File: src/rtl/bus_pkg.sv
// bus_pkg: shared select codes and the occupancy state type for the bus selector
package bus_pkg;
  localparam logic [3:0] SEL_NONE = 4'd0;
  localparam logic [3:0] SEL_R1 = 4'd1;
  localparam logic [3:0] SEL_R2 = 4'd2;
  localparam logic [3:0] SEL_R3 = 4'd3;
  localparam logic [3:0] SEL_R4 = 4'd4;
  localparam logic [3:0] SEL_R5 = 4'd5;
  localparam logic [3:0] SEL_AR = 4'd6;
  localparam logic [3:0] SEL_AC = 4'd7;
  localparam logic [3:0] SEL_IR = 4'd8;
  localparam logic [3:0] SEL_PRAM = 4'd9;
  localparam logic [3:0] SEL_DRAM = 4'd10;
  typedef enum logic [1:0] {EMPTY, ONE, TWO} occ_t;
endpackage

File: src/rtl/bus_src_mux.sv
// bus_src_mux: combinational decode of a source code into {data, illegal}; ports sel/src_data in, data/illegal out
module bus_src_mux #(
  parameter int DATA_W = 16,
  parameter int NUM_SRC = 10,
  parameter int SEL_W = 4,
  parameter logic [DATA_W-1:0] DEFAULT_VAL = '0
) (
  input  logic [NUM_SRC*DATA_W-1:0] src_data,
  input  logic [SEL_W-1:0]          sel,
  output logic [DATA_W-1:0]         data,
  output logic                      illegal
);
  always_comb begin
    data = DEFAULT_VAL;
    for (int k = 0; k < NUM_SRC; k++)
      if (sel == SEL_W'(k + 1)) data = src_data[k*DATA_W +: DATA_W];
  end
  assign illegal = sel > SEL_W'(NUM_SRC);
endmodule

File: src/rtl/bus_select_pipe.sv
// bus_select_pipe: N-source bus selector with registered valid/ready output, 2-entry skid, tag, error pulse and transfer count; ports clk/rst, src_data/sel/req_valid/req_ready in-side, bus_data/bus_src/bus_valid/bus_ready out-side, sel_err, xfer_cnt
module bus_select_pipe
  import bus_pkg::*;
#(
  parameter int DATA_W = 16,
  parameter int NUM_SRC = 10,
  parameter int SEL_W = 4,
  parameter logic [DATA_W-1:0] DEFAULT_VAL = '0
) (
  input  logic                      clk,
  input  logic                      rst,
  input  logic [NUM_SRC*DATA_W-1:0] src_data,
  input  logic [SEL_W-1:0]          sel,
  input  logic                      req_valid,
  output logic                      req_ready,
  output logic [DATA_W-1:0]         bus_data,
  output logic [SEL_W-1:0]          bus_src,
  output logic                      bus_valid,
  input  logic                      bus_ready,
  output logic                      sel_err,
  output logic [15:0]               xfer_cnt
);
  occ_t state, state_n;
  logic [DATA_W-1:0] mux_data, skid_data;
  logic [SEL_W-1:0] skid_src;
  logic illegal, accept, pop, load_out, load_skid, skid_to_out;
  bus_src_mux #(.DATA_W(DATA_W), .NUM_SRC(NUM_SRC), .SEL_W(SEL_W), .DEFAULT_VAL(DEFAULT_VAL)) u_mux (
    .src_data(src_data),
    .sel(sel),
    .data(mux_data),
    .illegal(illegal)
  );
  assign bus_valid = state != EMPTY;
  assign accept = req_valid & req_ready;
  assign pop = bus_valid & bus_ready;
  assign load_out = accept & (state == EMPTY | (state == ONE & pop));
  assign load_skid = accept & state == ONE & !pop;
  assign skid_to_out = state == TWO & pop;
  always_comb begin
    state_n = state;
    case (state)
      EMPTY: state_n = accept ? ONE : EMPTY;
      ONE: state_n = (accept & !pop) ? TWO : (!accept & pop) ? EMPTY : ONE;
      TWO: state_n = pop ? ONE : TWO;
      default: state_n = EMPTY;
    endcase
  end
  always_ff @(posedge clk) begin
    if (rst) begin
      state <= EMPTY;
      req_ready <= 1'b1;
      bus_data <= '0;
      bus_src <= '0;
      skid_data <= '0;
      skid_src <= '0;
      sel_err <= 1'b0;
      xfer_cnt <= '0;
    end else begin
      state <= state_n;
      // ready is registered from the next occupancy so req_valid never reaches req_ready combinationally
      req_ready <= state_n != TWO;
      sel_err <= accept & illegal;
      xfer_cnt <= xfer_cnt + 16'(pop);
      if (load_out) begin
        bus_data <= mux_data;
        bus_src <= sel;
      end else if (skid_to_out) begin
        bus_data <= skid_data;
        bus_src <= skid_src;
      end
      if (load_skid) begin
        skid_data <= mux_data;
        skid_src <= sel;
      end
    end
  end
endmodule

File: config.mk
export PLATFORM = sky130hd
export DESIGN_NAME = bus_select_pipe
export DESIGN_NICKNAME = d
export VERILOG_FILES = /design/src/rtl/bus_pkg.sv /design/src/rtl/bus_src_mux.sv /design/src/rtl/bus_select_pipe.sv
export SDC_FILE = /design/constraint.sdc
export NUM_CORES = 1
export LEC_CHECK = 0
export CAP_MARGIN = 20
export CORE_AREA = 8 8 95 140
export DETAILED_ROUTE_END_ITERATION = 12
export DIE_AREA = 0 0 103 148
export PLACE_DENSITY = 0.74
export SLEW_MARGIN = 20
export SYNTH_ARGS = -nofsm -noshare
export SYNTH_HDL_FRONTEND = slang
export SYNTH_SLANG_ARGS = --single-unit
File: constraint.sdc
create_clock -name clk -period 1.9 [get_ports clk]
set_clock_uncertainty 0.1 [all_clocks]
set_input_delay 0.285 -clock clk [delete_from_list [all_inputs] [get_ports clk]]
set_output_delay 0.285 -clock clk [all_outputs]
set_load 0.01 [all_outputs]
======== After elaboration in Yosys (flattened, before gate mapping) ========
Cells that the tools add are included.
word-level totals
  memories ................................ 0
  ROM bits ................................ 0
  bits in latches ......................... 0
  logic and storage cells ................. 58
  register bits after elaboration ......... 60
  memory bits (writable) .................. 0
  output and inout bits ................... 39
  bits of input ports ..................... 168
operators by class
  bitwise operators ....................... 11
  multipliers ............................. 0
  reductions and logical operators ........ 5
  shift operators ......................... 0
  equal/unequal tests ..................... 13
  mux-type cells .......................... 19
  magnitude comparators ................... 1
  divide/modulo/power cells ............... 0
  $add $sub $neg .......................... 1
operators with widths
  kind                  count
  $mux W16              12
  $add A16 B1 Y16       1
  $eq A4 B3 Y1 const B  4
  $eq A4 B4 Y1 const B  3
  $and A1 B1 Y1         10
  $eq A4 B2 Y1 const B  2
  $mux W4               2
  $pmux W2 S3           1
  $eq A4 B1 Y1 const B  1
  $gt A4 B4 Y1 const B  1
  $mux W2               2
  $reduce_bool A2 Y1    2
  $eq A2 B1 Y1 const B  1
  $eq A2 B2 Y1 const B  1
  $logic_not A1 Y1      2
  $logic_not A2 Y1      1
  $mux W1               2
  $ne A2 B2 Y1 const B  1
  $or A1 B1 Y1          1

======== Longest topological paths before layout ========
Gate-level depths: netlist (run 1).
  depth after elaboration ................. 12
  depth in mapped cells ................... 11
  depth with buffers taken out ............ 9

======== Modules after synthesis ========
From an unflattened synthesis (run 1), not the netlist that was laid out.
second synthesis, totals
  cells, all modules ...................... 576
  area total of the unflattened synthesis .. 4,184.0 um2
modules (own cells, without submodules)
  module           area an instance (um2)  seq. area each (um2)  cells an instance  instances
  bus_select_pipe  2,633.8                 1,201.2               310                1
  bus_src_mux      1,550.2                 0.0                   266                1

======== Worst setup path after synthesis (run 1) ========
No wires, ideal clock.
  path kind ............................... register to register
  start ................................... register state[1]
  end ..................................... register xfer_cnt[14]
  path slack .............................. -0.178 ns
  required time ........................... 1.672 ns
  period minus slack after synthesis ...... 2.078 ns
  path buffers ............................ 2
  library setup time ...................... 0.128 ns
  stages on the path, launching flop included .. 12
  data arrival time ....................... 1.850 ns
  cells stage by stage .................... dfxtp_1 buf_2 or2_2 nand2_1 inv_1 ha_1 ha_1 and2_0 clkbuf_1 nand4_1 xor2_1 nor2_1
between the ends
  cells in the longest elaborated chain, start to end .. 3
ends and longest elaborated chain
  what                    RTL line               RTL
  from (decl)             bus_select_pipe.sv:23  occ_t state, state_n;
  from (signal assigned)  bus_select_pipe.sv:59  state <= state_n;
  $reduce_bool A2 Y1      bus_select_pipe.sv:33  assign bus_valid = state != EMPTY;
  named net bus_valid     bus_select_pipe.sv:18  output logic bus_valid,
  $and A1 B1 Y1           bus_select_pipe.sv:35  assign pop = bus_valid & bus_ready;
  $add A16 B1 Y16         bus_select_pipe.sv:63  xfer_cnt <= xfer_cnt + 16'(pop);
  to (signal assigned)    bus_select_pipe.sv:63
  to (decl)               bus_select_pipe.sv:21  output logic [15:0] xfer_cnt
The timed path passes the listed nets, and every way through them passes these cells.
A chain may end at the register's enable or synchronous reset.

======== Worst setup path in the final report (run 1) ========
  start ................................... register state[1]
  end ..................................... register xfer_cnt[14]
between the ends
  cells in the longest elaborated chain, start to end .. 3
ends and longest elaborated chain
  what                RTL line
  $reduce_bool A2 Y1  bus_select_pipe.sv:33
  $and A1 B1 Y1       bus_select_pipe.sv:35
  $add A16 B1 Y16     bus_select_pipe.sv:63
No other way between the ends.

==> results.py, run 1 <==
metrics = {
    "status": {
        "status": "finished clean",
    },
    "layout": {
        "layout_commonest_cell": "clkdlybuf4s50_1",
        "final_cell_mix": "200 x clkdlybuf4s50_1, 62 x nand2_1, 59 x buf_4, 58 x dfxtp_1, 44 x nor2_1",
        "n_antenna_cell": 0,
        "fillers": 995,
        "drive_gt1_share_pct": 19.8,
        "fin_nets": 932,
        "multi_input_area_um2": 2800,
        "regArea_um2": 1200,
        "layout.cells.non_filler": 916,
        "area_growth_pct": 79.4,
    },
    "clock_network": {
        "clk_pin_slew_ns": 0.05,
        "root_buffer": "clkbuf_16",
        "hold_buffers": 0,
        "htree_levels": 3,
        "cts.sinks": 60,
        "numCtsBuffers": 9,
        "insertion_delay_ns": 0.32,
        "cts_buffer_depth": 2,
        "cts_tree": "built",
    },
    "synthesis": {
        "synth_top_family_by_area": "compound AO/OA/AOI/OAI gates",
        "synth_area_per_cell_um2": 7.83,
        "synth-seq-area-share_pct": 29.6,
        "yosys.area_share.simple_pct": 24.0,
        "synth_fa_ha_area_share_pct": 0.924,
        "ys_ff_latch": 60,
        "ys.flop_type": "dfxtp_1",
        "synth-edff-count": 0,
        "synth_cell_type_count": 48,
        "synthCells": 519,
        "ys_async_sr_fraction_pct": 0,
        "synth-xor-area-share_pct": 2.80,
        "synth_nets": 690,
        "synth_warnings": 0,
        "synth_compound_area_share_pct": 31.0,
        "syn_area_um2": 4060,
        "synth_mux_area_share_pct": 5.45,
    },
    "floorplanning": {
        "io_pins": 207,
        "start_util_pct": 36.0,
        "dieArea_um2": 15200,
        "die_height_um": 148,
        "core_area_um2": 11300,
        "die_w_um": 103,
        "rows": 48,
    },
    "sta": {
        "rsz0062_at_grt": "yes",
        "period_share_pct": 97.5,
        "setup_slack_ns": 0.0468,
        "setup_violations": 0,
        "period_minus_slack_ns": 1.85,
        "slew_violations": 0,
        "relSlewSlack_pct": 69.6,
        "tightest_slew_ns": 0.449,
        "finalHoldViolCount": 0,
        "max_freq_mhz": 540,
    },
    "power": {
        "switching_share_pct": 26.4,
        "p_switching_w": 0.00113,
        "power_frac_comb_pct": 29.9,
        "ir_worst_vdd_v": 0.000396,
        "power_leakage_nw": 2.64,
        "power_density_nw_per_um2": 588,
        "p_int_w": 0.00316,
        "p_seq_share_pct": 32.1,
        "clockPowerShare_pct": 38.0,
    },
    "global_route": {
        "grt_overflow_total": 0,
        "gr-usage-all-layers_pct": 26.0,
        "grt_use_met2_pct": 42.9,
        "use_met1_pct": 29.2,
        "grt_pass1_vias": 5646,
        "top_usage_layer": "met2",
        "antenna_found_initial": 0,
        "grtUsageMet3_pct": 8.99,
        "grt_pass1_wl_um": 30400,
        "grt_max_degree": 45,
    },
    "flow_run": {
        "drv_cap": 0,
    },
    "setup_path": {
        "reg2reg_depth": 10,
        "cp-start-kind": "flop",
        "cp_max_fo": 3,
        "cpMaxStageDelayCell": "dfxtp_2",
        "reg2reg_to": "xfer_cnt[14]",
        "reg2reg_slack_ns": 0.05,
        "cp_cell_sequence": "or2_4 -> nand2_4 -> inv_4 -> ha_4 -> ha_4 -> and2_4 -> buf_4 -> nand4_1 -> xor2_1 -> nor2_1",
        "critical_path_class": "flop to flop",
        "max_stage_delay_ns": 0.31,
        "cp_common_cell": "ha_4",
        "cp-end-kind": "flop",
        "rr_startpoint": "state[1]",
        "cp.required_ns": 2.00,
        "worstPathArrival_ns": 1.96,
    },
    "placed_design": {
        "dpl_worst_slack_ns": -0.791,
        "place_congestion": 0.923,
        "io_buffer_count": 206,
        "dp_cells": 890,
        "dp_hpwl_um": 16100,
    },
    "drt": {
        "drc": 0,
        "drt_iter0_markers": 223,
        "dr.pass1.iters": 5,
        "detail_route.wl_per_cell_um": 21.7,
        "wirelength_um": 19900,
        "ant_nets": 0,
        "vias_per_cell": 5.65,
        "vias": 5177,
    },
    "min_path": {
        "min_from": "rst",
        "whs_endpoint": "xfer_cnt[2]",
        "hp-class": "input pin to flop",
        "hold_depth": 2,
    },
}
[kinds of logic after synthesis]
group,Yosys count
AOI/OAI and AO/OA,183
and+or+nand+nor,182
DFF,60
buffers and inverters,56
muxes,22
xor gates and xnor gates,13
adders and majority gates,3
[worst max-delay path, delay by kind of cell, from the launching register on]
kind	cells	cell delay [ns]
adders and majority gates	2	0.31
xor gates and xnor gates	1	0.15
buffers and inverters	2	0.18
and+or+nand+nor	5	0.68
DFF	1	0.31
[registers in the layout, summed over array words and instances (netlist names)]
signal,cells
bus_data,16
skid_data,16
xfer_cnt,16
bus_src,4
skid_src,4
state,2
req_ready,1
sel_err,1
[what timing repair did]
action | CTS | global route
resized for setup | 30 | 22
pin swaps | 1 | 9
cloned | 1 | 0
endpoints found under the setup margin | 37 | 21
setup buffers | 7 | 2
[synthesized netlist by cell type (4+ instances only)]
library cell / number / area, um^2
nand2b_1: 19 / 119
a22oi_1: 16 / 120
and4bb_2: 7 / 87.6
xor2_1: 8 / 70.1
dfxtp_1: 60 / 1200
a311oi_1: 35 / 307
nand2_1: 63 / 236
a31o_2: 15 / 131
xnor2_1: 5 / 43.8
a32oi_1: 15 / 131
a21oi_1: 19 / 95.1
clkbuf_1: 29 / 109
mux2i_1: 21 / 210
o22ai_1: 16 / 100
nor3_1: 5 / 25.0
o21ai_0: 38 / 190
nor2_1: 44 / 165
nand3_1: 5 / 25.0
a31oi_1: 15 / 93.8
o21ai_1: 8 / 40.0
nor4bb_1: 9 / 90.1
nand4_1: 4 / 25.0
buf_2: 19 / 95.1
nor2b_1: 7 / 43.8
[power by group through the flow]
stage / Sequential (W) / Combinational [W] / Clock (W)
after floorplan: 0.00142 / 0.000462 / 0
after global placement: 0.00140 / 0.00122 / 0
after detailed placement: 0.00140 / 0.00122 / 0
after CTS: 0.00138 / 0.00126 / 0.00165
after global routing: 0.00138 / 0.00137 / 0.00172
final: 0.00138 / 0.00128 / 0.00163
[metrics by stage]
step                utilization [%]  TNS (ns)  total power (W)  hold WS [ns]  cell area [um^2]
finish                         64.6         0          0.00429         0.242              7290
global route                   64.6   -0.0391          0.00447         0.256              7290
CTS                            63.6         0          0.00428         0.232              7190
detailed placement             59.6    -20.12          0.00262         0.375              6730
global placement               59.6    -18.35          0.00261         0.361              6730
floorplan                         -         0          0.00188         0.354              4080
[area by class of cell]
class / count / area share (%)
inverter: 3 / 0.189
clock buffer: 12 / 3.52
clock inverter: 4 / 0.652
timing repair buffer: 283 / 38.2
multi-input combinational: 404 / 38.4
tap: 150 / 2.57
sequential: 60 / 16.5
[how the worst max path moves through the flow]
stage                     startpoint             to  cells past startpoint
final                       state[1]   xfer_cnt[14]                     10
after global placement        sel[3]  skid_data[15]                      7
after CTS                   state[0]    xfer_cnt[4]                     10
after floorplan             state[1]   xfer_cnt[10]                     11
after global routing        state[1]    xfer_cnt[6]                     10
after detailed placement      sel[3]  skid_data[15]                      7
[routing by layer]
layer,up-vias,share of wire (%)
met1,2433,40
met2,255,48
li1,2448,-
met5,-,0
met4,0,3.1
met3,41,8.7
No activity file was read; power rests on OpenSTA's default activity.
==> inputs of run 2 (changes only) <==
Settings changed: CORE_AREA 8 8 95 140 to 8 8 91 133, DIE_AREA 0 0 103 148 to 0 0 99 141, PLACE_DENSITY 0.74 to 0.78.
Clock period 1.9 ns to 2.1 ns, I/O delays scaled along.
==> run 2 against run 1 <==
Setup slack gained 0.079 ns. Cell area shrank 1.7%. Clock power shrank 9%. Global-route usage is essentially flat. Via count grew 2.2%. Non-clock buffer count shrank 7. Worst hold slack lost 0.00073 ns. First-iteration DRC count grew 58%.
==> results.py, run 2 (synthesis gave the netlist of run 1 again) <==
metrics = {
    "setup_path": {
        "rr_startpoint": "state[1]",
        "reg2reg_slack_ns": 0.13,
        "cp-start-kind": "flop",
        "critical_path_class": "flop to flop",
        "cp-end-kind": "flop",
        "reg2reg_depth": 10,
        "startpoint": "state[1]",
        "endpoint": "xfer_cnt[6]",
        "worstPathArrival_ns": 2.09,
        "cp_max_fo": 3,
        "cp.required_ns": 2.21,
        "reg2reg_to": "xfer_cnt[6]",
    },
    "layout": {
        "multi_input_area_um2": 2770,
        "layout_commonest_cell": "clkdlybuf4s50_1",
        "regArea_um2": 1200,
        "fin_nets": 924,
        "largest_registers": "bus_data x16, skid_data x16, xfer_cnt x16",
        "layout.cells.non_filler": 874,
        "fillers": 767,
        "area_growth_pct": 76.4,
        "drive_gt1_share_pct": 17.8,
        "n_antenna_cell": 0,
        "final_cell_mix": "201 x clkdlybuf4s50_1, 62 x nand2_1, 60 x dfxtp_1, 55 x buf_4, 44 x nor2_1",
    },
    "sta": {
        "max_freq_mhz": 506,
        "period_share_pct": 94.0,
        "relSlewSlack_pct": 66.8,
        "finalHoldViolCount": 0,
        "slew_violations": 0,
        "setup_violations": 0,
        "rsz0062_at_grt": "no",
        "tightest_slew_ns": 0.492,
        "period_minus_slack_ns": 1.97,
        "holdWs_ns": 0.241,
    },
    "drt": {
        "detail_route.wl_per_cell_um": 21.5,
        "drc": 0,
        "wirelength_um": 18800,
        "dr.pass1.iters": 5,
        "vias": 5291,
        "vias_per_cell": 6.05,
        "drt_iter0_markers": 352,
        "ant_nets": 0,
    },
    "global_route": {
        "grt_max_degree": 50,
        "antenna_found_initial": 1,
        "gr-usage-all-layers_pct": 26.0,
        "top_usage_layer": "met2",
        "grt_pass1_vias": 5495,
        "grt_overflow_total": 0,
        "use_met1_pct": 28.8,
        "grt_use_met2_pct": 45.3,
        "grtUsageMet3_pct": 8.62,
        "grt_pass1_wl_um": 28900,
    },
    "floorplanning": {
        "core_area_um2": 10100,
        "die_w_um": 99,
        "rows": 45,
        "die_height_um": 141,
        "io_pins": 207,
        "start_util_pct": 40.3,
        "dieArea_um2": 14000,
    },
    "clock_network": {
        "htree_levels": 3,
        "numCtsBuffers": 9,
        "cts_tree": "built",
        "insertion_delay_ns": 0.32,
        "cts.sinks": 60,
        "cts_buffer_depth": 2,
        "clk_pin_slew_ns": 0.05,
        "root_buffer": "clkbuf_16",
    },
    "min_path": {
        "hold_depth": 2,
        "hp-class": "input pin to flop",
    },
    "power": {
        "switching_share_pct": 25.6,
        "p_switching_w": 0.000986,
        "ir_worst_vdd_v": 0.000489,
        "power_leakage_nw": 2.64,
        "clockPowerShare_pct": 38.3,
        "p_seq_share_pct": 32.3,
        "p_int_w": 0.00287,
        "power_density_nw_per_um2": 538,
        "power_frac_comb_pct": 29.4,
    },
    "placed_design": {
        "io_buffer_count": 206,
        "dp_cells": 851,
        "place_congestion": 1.02,
        "dp_hpwl_um": 15200,
    },
    "status": {
        "status": "finished clean",
    },
    "flow_run": {
        "drv_cap": 0,
    },
}
==> run 2: repair_timing <==
| action | 4_1_cts | 5_1_grt |
|---|---|---|
| setup buffers | 0 | 8 |
| resized for setup | 5 | 34 |
| endpoints found under the setup margin | 8 | 34 |
| hold buffers | 0 | 0 |
| pin swaps | 0 | 5 |
==> run 2: power groups by stage <==
stage | logic, W | registers, W | clock network [W]
global route | 0.00121 | 0.00125 | 0.00154
floorplan | 0.000414 | 0.00128 | 0
detailed placement | 0.00107 | 0.00127 | 0
global placement | 0.00106 | 0.00126 | 0
finish | 0.00113 | 0.00124 | 0.00148
CTS | 0.00108 | 0.00125 | 0.00148
==> run 2: how the worst min path moves through the flow <==
stage / to / startpoint / slack, ns
after global routing: skid_data[3] / rst / 0.27
after detailed placement: bus_src[0] / skid_src[0] / 0.38
final: state[0] / rst / 0.24
after global placement: bus_src[2] / skid_src[2] / 0.36
after CTS: state[0] / rst / 0.23
after floorplan: bus_src[3] / skid_src[3] / 0.35
==> run 2: critical path, stage by stage (launching register included) <==
cell and delay, ns:
dfxtp_1 0.30, or2_2 0.32, nand2_2 0.09, inv_1 0.04, ha_1 0.19, ha_1 0.20
and2_4 0.17, buf_4 0.14, nand4_1 0.09, xor2_1 0.17, nor2_1 0.05
==> run 2: area by class of cell <==
cell class | instances | share of cell area [%]
repair buffers | 276 | 38.2
well taps | 117 | 2.04
clock inverters | 1 | 0.419
clock buffers | 14 | 3.82
inverters | 3 | 0.157
flip-flops and latches | 60 | 16.8
multi-input cells | 403 | 38.6
==> run 2: per-stage QoR <==
stage / TNS, ns / utilization (%) / area (um^2) / power, W / worst slack (ns)
2_1_floorplan: 0 / - / 4060 / 0.00169 / 0.0220
3_3_place_gp: -8.03 / 65.8 / 6630 / 0.00232 / -0.374
3_5_place_dp: -9.53 / 65.8 / 6630 / 0.00234 / -0.430
4_1_cts: 0 / 69.0 / 6950 / 0.00381 / 0.000385
5_1_grt: 0 / 71.1 / 7170 / 0.00400 / 0.0271
6_report: 0 / 71.1 / 7170 / 0.00386 / 0.126
==> run 2: metal layers <==
metal  wire [um]  part of all wire, %
met4         516                  2.7
met1        6840                   36
met3        2070                   11
met5          13                0.069
met2        9360                   50
==> inputs of run 3 (changes only) <==
Settings changed: CORE_AREA 8 8 91 133 to 8 8 95 140, DIE_AREA 0 0 99 141 to 0 0 103 148, PLACE_DENSITY 0.78 to 0.74.
Clock period 2.1 ns to 1.7 ns, I/O delays scaled along.
==> run 3 against run 2 <==
The run now ends with setup timing left. Die area rose by 9.2%. Setup slack got worse by 0.27 ns. First-iteration DRC count fell by 4.3%. Power up 20%. Critical path type unchanged. Critical endpoint unchanged. Largest cell class is now non-clock buffers.
==> results.py, run 3 (synthesis gave the netlist of run 1 again) <==
metrics = {
    "global_route": {
        "gr-usage-all-layers_pct": 25.1,
        "grt_pass1_wl_um": 29300,
        "grt_overflow_total": 0,
        "grt_pass1_vias": 5396,
        "grt_max_degree": 48,
        "antenna_found_initial": 1,
    },
    "layout": {
        "layout_commonest_cell": "clkdlybuf4s50_1",
        "fillers": 935,
        "final_cell_mix": "193 x clkdlybuf4s50_1, 67 x buf_4, 62 x nand2_1, 58 x dfxtp_1, 44 x nor2_1",
        "layout.cells.non_filler": 933,
        "largest_registers": "bus_data x16, skid_data x16, xfer_cnt x16",
        "fin_nets": 949,
        "drive_gt1_share_pct": 22.0,
        "area_growth_pct": 84.4,
    },
    "power": {
        "power_leakage_nw": 2.84,
        "ir_worst_vdd_v": 0.000477,
        "power_frac_comb_pct": 31.5,
        "power_density_nw_per_um2": 617,
        "p_switching_w": 0.00123,
        "p_seq_share_pct": 33.4,
        "clockPowerShare_pct": 35.1,
        "p_int_w": 0.00340,
        "switching_share_pct": 26.6,
    },
    "floorplanning": {
        "die_w_um": 103,
        "dieArea_um2": 15200,
        "rows": 48,
        "start_util_pct": 36.0,
        "die_height_um": 148,
        "io_pins": 207,
        "core_area_um2": 11300,
    },
    "setup_path": {
        "cp-start-kind": "flop",
        "reg2reg_to": "xfer_cnt[6]",
        "cp-end-kind": "flop",
        "reg2reg_depth": 10,
        "rr_startpoint": "state[0]",
        "startpoint": "state[0]",
        "cp_max_fo": 3,
        "critical_path_class": "flop to flop",
        "reg2reg_slack_ns": -0.14,
        "cp.required_ns": 1.81,
        "worstPathArrival_ns": 1.95,
    },
    "clock_network": {
        "insertion_delay_ns": 0.33,
        "clk_pin_slew_ns": 0.05,
        "cts.sinks": 60,
        "numCtsBuffers": 9,
        "htree_levels": 3,
        "hold_buffers": 0,
        "root_buffer": "clkbuf_16",
        "cts_buffer_depth": 2,
        "cts_tree": "built",
    },
    "sta": {
        "max_freq_mhz": 543,
        "period_share_pct": 108,
        "holdWs_ns": 0.220,
        "finalHoldViolCount": 0,
        "slew_violations": 0,
        "tightest_slew_ns": 0.380,
        "setup_slack_ns": -0.142,
        "relSlewSlack_pct": 74.5,
        "rsz0062_at_grt": "yes",
        "period_minus_slack_ns": 1.84,
        "setup_violations": 8,
    },
    "drt": {
        "vias": 5235,
        "ant_nets": 0,
        "vias_per_cell": 5.61,
        "drc": 0,
        "wirelength_um": 20200,
        "dr.pass1.iters": 5,
        "detail_route.wl_per_cell_um": 21.6,
        "drt_iter0_markers": 337,
    },
    "placed_design": {
        "dpl_worst_slack_ns": -0.726,
        "dp_cells": 898,
        "io_buffer_count": 206,
        "place_congestion": 0.946,
        "dp_hpwl_um": 16200,
    },
    "status": {
        "status": "complete, but fails checks",
        "violations": "setup timing",
    },
    "flow_run": {
        "drv_cap": 0,
    },
    "min_path": {
        "hold_depth": 2,
        "min_from": "rst",
        "whs_endpoint": "state[0]",
        "hp-class": "input pin to flop",
    },
}
==> run 3: layout make-up <==
class | instances | area [um^2] | share of cell area [%]
multi-input combinational | 405 | 2820 | 37.6
inverter | 3 | 11.3 | 0.150
antenna | 1 | 2.50 | 0.0334
tap | 150 | 188 | 2.50
timing repair buffer | 299 | 3000 | 40.1
clock buffer | 13 | 260 | 3.47
sequential | 60 | 1200 | 16.1
clock inverter | 2 | 10.0 | 0.134
==> run 3: how the worst max path moves through the flow <==
| stage | to | slack [ns] |
|---|---|---|
| floorplan | xfer_cnt[14] | -0.14 |
| global placement | skid_data[6] | -0.68 |
| detailed placement | skid_data[6] | -0.73 |
| CTS | xfer_cnt[6] | -0.13 |
| global route | xfer_cnt[14] | -0.17 |
| finish | xfer_cnt[6] | -0.14 |
==> run 3: metal layers <==
layer / up-vias / global-route usage, % / share of wire (%)
met2: 269 / 44.2 / 52
met3: 27 / 7.34 / 8.5
li1: 2486 / - / -
met4: 0 / 7.93 / 1.9
met5: - / 0 / 0
met1: 2453 / 27.7 / 38
==> run 3: per-stage QoR <==
step / utilization [%] / instance area (um^2) / power [W] / setup TNS (ns)
2_1_floorplan: - / 4100 / 0.00210 / -0.768
3_3_place_gp: 60.3 / 6810 / 0.00291 / -23.27
3_5_place_dp: 60.3 / 6810 / 0.00292 / -25.77
4_1_cts: 64.0 / 7230 / 0.00458 / -0.690
5_1_grt: 66.4 / 7490 / 0.00481 / -1.36
6_report: 66.4 / 7490 / 0.00462 / -0.654
==> run 3: power groups by stage <==
stage	clock [W]	combinational, W	sequential (W)
finish	0.00162	0.00146	0.00154
global route	0.00172	0.00155	0.00155
CTS	0.00165	0.00139	0.00154
detailed placement	0	0.00135	0.00157
global placement	0	0.00135	0.00156
floorplan	0	0.000520	0.00158
==> run 3: repair_timing <==
item,in CTS,in global routing
endpoints found under the hold margin,0,0
endpoints found under the setup margin,44,48
pin swaps,13,13
cloned,1,5
resized for setup,38,38
setup buffers,4,10
==> run 3: worst max-delay path, stage by stage, from the launching register on <==
cell and delay, ns:
dfxtp_2 0.31, or2_4 0.25, nand2_4 0.06, inv_2 0.04
ha_4 0.17, ha_4 0.15, and2_4 0.17, buf_4 0.14
nand4_1 0.10, xor2_1 0.16, nor2_1 0.06
==> RTL edit 1, RTL diff (config.mk and constraints of run 3) <==
`NUM_SRC` is set to 10 in 2 places; all go to 9.
--- a/src/rtl/bus_src_mux.sv
+++ b/src/rtl/bus_src_mux.sv
@@ -2,5 +2,5 @@
 module bus_src_mux #(
   parameter int DATA_W = 16,
-  parameter int NUM_SRC = 10,
+  parameter int NUM_SRC = 9,
   parameter int SEL_W = 4,
   parameter logic [DATA_W-1:0] DEFAULT_VAL = '0
--- a/src/rtl/bus_select_pipe.sv
+++ b/src/rtl/bus_select_pipe.sv
@@ -4,5 +4,5 @@
 #(
   parameter int DATA_W = 16,
-  parameter int NUM_SRC = 10,
+  parameter int NUM_SRC = 9,
   parameter int SEL_W = 4,
   parameter logic [DATA_W-1:0] DEFAULT_VAL = '0
Interface: changed (resized src_data); port bits go from 207 to 191. The function was not compared with the original's and may differ.
==> RTL edit 1 against run 3 <==
  * The flow still finishes with violations (setup timing)
  * Routed wire length fell by 17%
  * Area after synthesis is 2.0% lower
  * Power rose by 5.4%
  * Sequential share of layout area rose by 1.2 points
  * Setup slack better by 0.12 ns
  * Die area did not move
  * Clock power increased by 31%
  * Cell area decreased by 6.9%
  * Sequential cell count did not move
  * Largest cell class is now multi-input combinational cells
  * Highest routed layer unchanged
  * First-iteration DRC count shrank 4.5%
  * Critical path type unchanged
==> RTL edit 1: results <==
metrics = {
    "sta": {
        "setup_viol": 4,
        "relSlewSlack_pct": 55.7,
        "fin_ws_ns": -0.0176,
        "hold_ws_ns": 0.299,
    },
    "synthesis": {
        "syn_nets": 650,
        "synth_top_cells_by_count": "dfxtp_1, a21oi_1, nand2_1",
        "synth.area.top_cells": "dfxtp_1, a21oi_1, mux2i_1",
        "synthDistinctLibCells": 52,
        "ys.flop_type": "dfxtp_1",
        "synthArstFlopShare_pct": 0,
        "seq_area_frac_synth_pct": 30.2,
        "synth_warnings": 0,
    },
    "worst_hold_path": {
        "hp-class": "input port to flip-flop",
    },
    "clock_tree": {
        "h-tree-depth": 3,
        "worstSkewPairLatency_ns": 0.32,
        "cts_made_buffers": 9,
        "clk_pin_slew_ns": 0.05,
        "clockBufferDepth": 2,
        "clockRootBuffer": "clkbuf_16",
    },
    "placement": {
        "dpl_cell_area_um2": 6490,
        "hpwl_um": 13300,
        "dp_slack_ns": -0.472,
        "finalWeightedCongestion": 0.930,
        "io_buffers": 190,
    },
    "setup_path": {
        "slowest_stage": "dfxtp_2",
        "critPathArrivalTime_ns": 1.80,
        "cpPeakStageDelay_ns": 0.32,
        "cp_top_family": "simple AND/OR/NAND/NOR gates",
        "crit_fanout": 4,
    },
    "detailed_routing": {
        "drt_iter0_markers": 322,
        "dr.pass1.iters": 5,
        "drt-total-wl_um": 16800,
        "via_per_inst": 5.59,
    },
    "global_routing": {
        "grt_max_degree": 35,
        "grt_pass1_wl_um": 25400,
        "antenna_found_initial": 0,
        "grtUsageTotal_pct": 21.3,
        "gr-usage-met2_pct": 39.0,
        "grt_pass1_vias": 5226,
        "met3_usage_pct": 7.25,
        "grt_use_met1_pct": 20.1,
    },
    "cells_and_area": {
        "diodes": 0,
        "post_route_cells_drive_above_1_share_pct": 16.6,
        "nFillCells": 999,
        "largestRegisters": "bus_data x16, skid_data x16, xfer_cnt x16",
        "nets": 879,
    },
    "status": {
        "status": "finished, violations left",
        "violations": "setup timing",
    },
    "power_and_ir_drop": {
        "ir_worst_vdd_mv": 0.418,
        "p_leak_nw": 2.66,
    },
}
RTL edit 1: changes by cell type in the layout (fill, tap and decap cells not counted), sizes merged, moves of 14 or more:
| cell | run 3 | this run |
|---|---|---|
| a311oi | 35 | 0 |
| o21ai | 46 | 28 |
| buf | 93 | 69 |
| a21o | 2 | 17 |
| nor2b | 8 | 23 |
| clkdlybuf4s50 | 193 | 179 |
| nand2b | 19 | 3 |
| a31o | 15 | 0 |
| nand2 | 63 | 48 |
| a31oi | 15 | 1 |
| a211oi | 0 | 17 |
| o211ai | 0 | 22 |
| nor2 | 44 | 25 |
| a21oi | 19 | 48 |
RTL edit 1: metal layers:
metal / up-vias / share of wire, %
li1: 2320 / -
met4: 0 / 3.8
met5: - / 0
met1: 2309 / 34
met3: 42 / 8.3
met2: 239 / 53
RTL edit 1: layout make-up:
| cell class | instances | area, µm² | share of cell area [%] |
|---|---|---|---|
| timing repair buffer | 258 | 2550 | 36.6 |
| clock buffer | 12 | 256 | 3.68 |
| sequential | 60 | 1200 | 17.3 |
| clock inverter | 4 | 95.1 | 1.36 |
| tap | 150 | 188 | 2.69 |
| inverter | 8 | 30.0 | 0.430 |
| multi-input combinational | 387 | 2650 | 37.9 |
RTL edit 1: final timing paths:
| kind | startpoint | to | cells after the start |
|---|---|---|---|
| hold / removal | bus_ready | state[1] | 4 |
| setup / recovery | state[1] | xfer_cnt[6] | 8 |
| setup reg to reg | state[1] | xfer_cnt[6] | 8 |
| hold reg to reg | skid_data[15] | skid_data[15] | 2 |
RTL edit 1: logic make-up (layout without fill, tap and decap cells):
| family | count (synthesis) | count (layout) | synth area share (%) |
|---|---|---|---|
| flops | 60 | 60 | 30.2 |
| compound gates | 187 | 187 | 31.6 |
| fa+ha+maj | 3 | 3 | 0.943 |
| xor+xnor | 12 | 12 | 2.64 |
| buf+inv | 49 | 282 | 6.38 |
| simple gates | 159 | 160 | 21.7 |
| mux | 25 | 25 | 6.51 |
RTL edit 1: power breakdown:
group	total, W	switching (W)	internal [W]
logic	0.00123	0.000512	0.000719
registers	0.00151	0.0000409	0.00147
clock network	0.00213	0.000626	0.00151
RTL edit 1: metrics by stage:
step | setup TNS [ns] | total power, W | std cells
after CTS | -0.0205 | 0.00489 | 876
final | -0.0320 | 0.00488 | 879
after floorplan | -0.0729 | 0.00202 | 495
after global routing | -0.697 | 0.00507 | 879
after detailed placement | -17.61 | 0.00273 | 858
after global placement | -14.27 | 0.00270 | 858
RTL edit 1: tightest hold or removal path, cell delays in order:
cell	delay [ns]
dlymetal6s2s_1	0.12
buf_6	0.13
or3b_1	0.10
a21oi_1	0.07
RTL edit 1: timing repair:
item                                    CTS  global route
gates resized for setup                  12            16
setup buffers                             1             1
pin swaps                                 5             5
gates cloned                              1             2
endpoints found under the setup margin   38            24
==> RTL edit 2, RTL diff (config.mk and constraints of run 3) <==
Made on the original files. Register the output `xfer_cnt` once more, cleared by the reset; this adds one clock of latency there. The other outputs are not delayed to match. Comments in the files are not updated.
--- a/src/rtl/bus_select_pipe.sv
+++ b/src/rtl/bus_select_pipe.sv
@@ -21,4 +21,6 @@
   output logic [15:0]               xfer_cnt
 );
+
+  logic [15:0] xfer_cnt_s0;
   occ_t state, state_n;
   logic [DATA_W-1:0] mux_data, skid_data;
@@ -55,5 +57,5 @@
       skid_src <= '0;
       sel_err <= 1'b0;
-      xfer_cnt <= '0;
+      xfer_cnt_s0 <= '0;
     end else begin
       state <= state_n;
@@ -61,5 +63,5 @@
       req_ready <= state_n != TWO;
       sel_err <= accept & illegal;
-      xfer_cnt <= xfer_cnt + 16'(pop);
+      xfer_cnt_s0 <= xfer_cnt_s0 + 16'(pop);
       if (load_out) begin
         bus_data <= mux_data;
@@ -75,4 +77,12 @@
     end
   end
+  always_ff @(posedge clk) begin
+    if (rst) begin
+      xfer_cnt <= '0;
+    end else begin
+      xfer_cnt <= xfer_cnt_s0;
+    end
+  end
+
 endmodule
 
Check against the original RTL: not equivalent (a bounded check fails within 4 cycles, from zero or initial values and one cycle with rst high).
==> RTL edit 2 against run 3 <==
  * The run still ends with setup timing left
  * Power grew 21%
  * Setup slack gained 0.057 ns
  * Area after synthesis grew 11%
  * Critical path depth is the same
  * Sequential cell count grew 16
  * Via count grew 5.2%
  * Cell area grew 4.8%
  * Global-route usage grew 2.1 points
  * Routed wire length grew 5.0%
  * Critical endpoint is now xfer_cnt_s0[6]
==> RTL edit 2: results <==
metrics = {
    "status": {
        "status": "finished, violations left",
        "violations": "setup timing",
    },
    "detailed_routing": {
        "met2_length_um": 10900,
        "met1_length_um": 7550,
        "drt_iter0_markers": 312,
        "drt-total-wl_um": 21200,
        "dr.pass1.iters": 5,
        "num_vias": 5507,
        "met3_wirelength_um": 2110,
        "routed.top_layer": "met4",
    },
    "placement": {
        "hpwl_um": 16900,
        "finalWeightedCongestion": 0.953,
        "dp_slack_ns": -0.718,
        "io_buffers": 206,
    },
    "sta": {
        "fin_ws_ns": -0.0845,
        "setup_viol": 9,
        "hold_ws_ns": 0.215,
        "worst_pin_slew_ns": 0.351,
    },
    "synthesis": {
        "synth_warnings": 0,
        "synth_top_cells_by_count": "dfxtp_1, nand2_1, nor2_1",
        "synthDistinctLibCells": 55,
        "synth-xor-area-share_pct": 2.14,
        "seq_area_frac_synth_pct": 33.9,
        "synth-compound-area-share_pct": 31.3,
        "syn_nets": 718,
        "synth.area.top_cells": "dfxtp_1, nand2_1, a22oi_1",
        "synthAdderAreaFrac_pct": 0.836,
        "yosys-mux-area-fraction_pct": 4.01,
        "synthArstFlopShare_pct": 0,
    },
    "clock_tree": {
        "h-tree-depth": 3,
        "clockRootBuffer": "clkbuf_16",
        "worstSkewPairLatency_ns": 0.33,
        "cts_resized": 47,
        "clockBufferDepth": 2,
        "clk_pin_slew_ns": 0.06,
        "cts_setup_buffers": 5,
    },
    "setup_path": {
        "crit_fanout": 3,
        "worstSetupStartpoint": "state[0]",
        "slowest_stage": "dfxtp_2",
        "path_class": "flip-flop to flip-flop",
        "reg2reg_to": "xfer_cnt_s0[6]",
        "critPathArrivalTime_ns": 1.90,
        "cp_top_family": "simple AND/OR/NAND/NOR gates",
    },
    "global_routing": {
        "met3_usage_pct": 9.23,
        "grtUsageTotal_pct": 27.2,
        "grt_use_met1_pct": 29.1,
        "grt_pass1_wl_um": 32100,
        "antenna_found_initial": 0,
        "grt_max_degree": 31,
        "grt_pass1_vias": 5703,
        "gr-usage-met2_pct": 48.0,
    },
    "cells_and_area": {
        "post_route_cells_drive_above_1_share_pct": 22.2,
        "diodes": 0,
        "nets": 971,
        "nFillCells": 889,
    },
    "power_and_ir_drop": {
        "p_leak_nw": 2.94,
        "ir_worst_vdd_mv": 0.478,
    },
    "worst_hold_path": {
        "holdPathStages": 2,
        "hold_end": "skid_src[1]",
        "hp-start": "rst",
    },
}
-- RTL edit 2: layout make-up --
cell class	count	area, µm²	share of cell area (%)
clock inverter	7	125	1.59
clock buffer	9	225	2.87
multi-input combinational	418	2910	37.0
timing repair buffer	291	2870	36.5
tap	150	188	2.39
inverter	4	15.0	0.191
sequential	76	1520	19.4
-- RTL edit 2: metrics by stage --
| step | setup TNS [ns] | instance area (µm²) | instances | total power, W |
|---|---|---|---|---|
| after detailed placement | -27.66 | 7160 | 926 | 0.00328 |
| after floorplan | -0.0179 | 4550 | 547 | 0.00249 |
| after CTS | -0.0908 | 7640 | 947 | 0.00550 |
| final | -0.169 | 7860 | 955 | 0.00558 |
| after global routing | -1.56 | 7860 | 955 | 0.00577 |
| after global placement | -25.80 | 7160 | 926 | 0.00327 |
-- RTL edit 2: where the power goes --
group,leakage (nW),switching [W],internal (W)
clock,0.170,0.000760,0.00144
sequential,0.618,0.0000513,0.00186
combinational,2.15,0.000628,0.000838
total,2.94,0.00144,0.00414
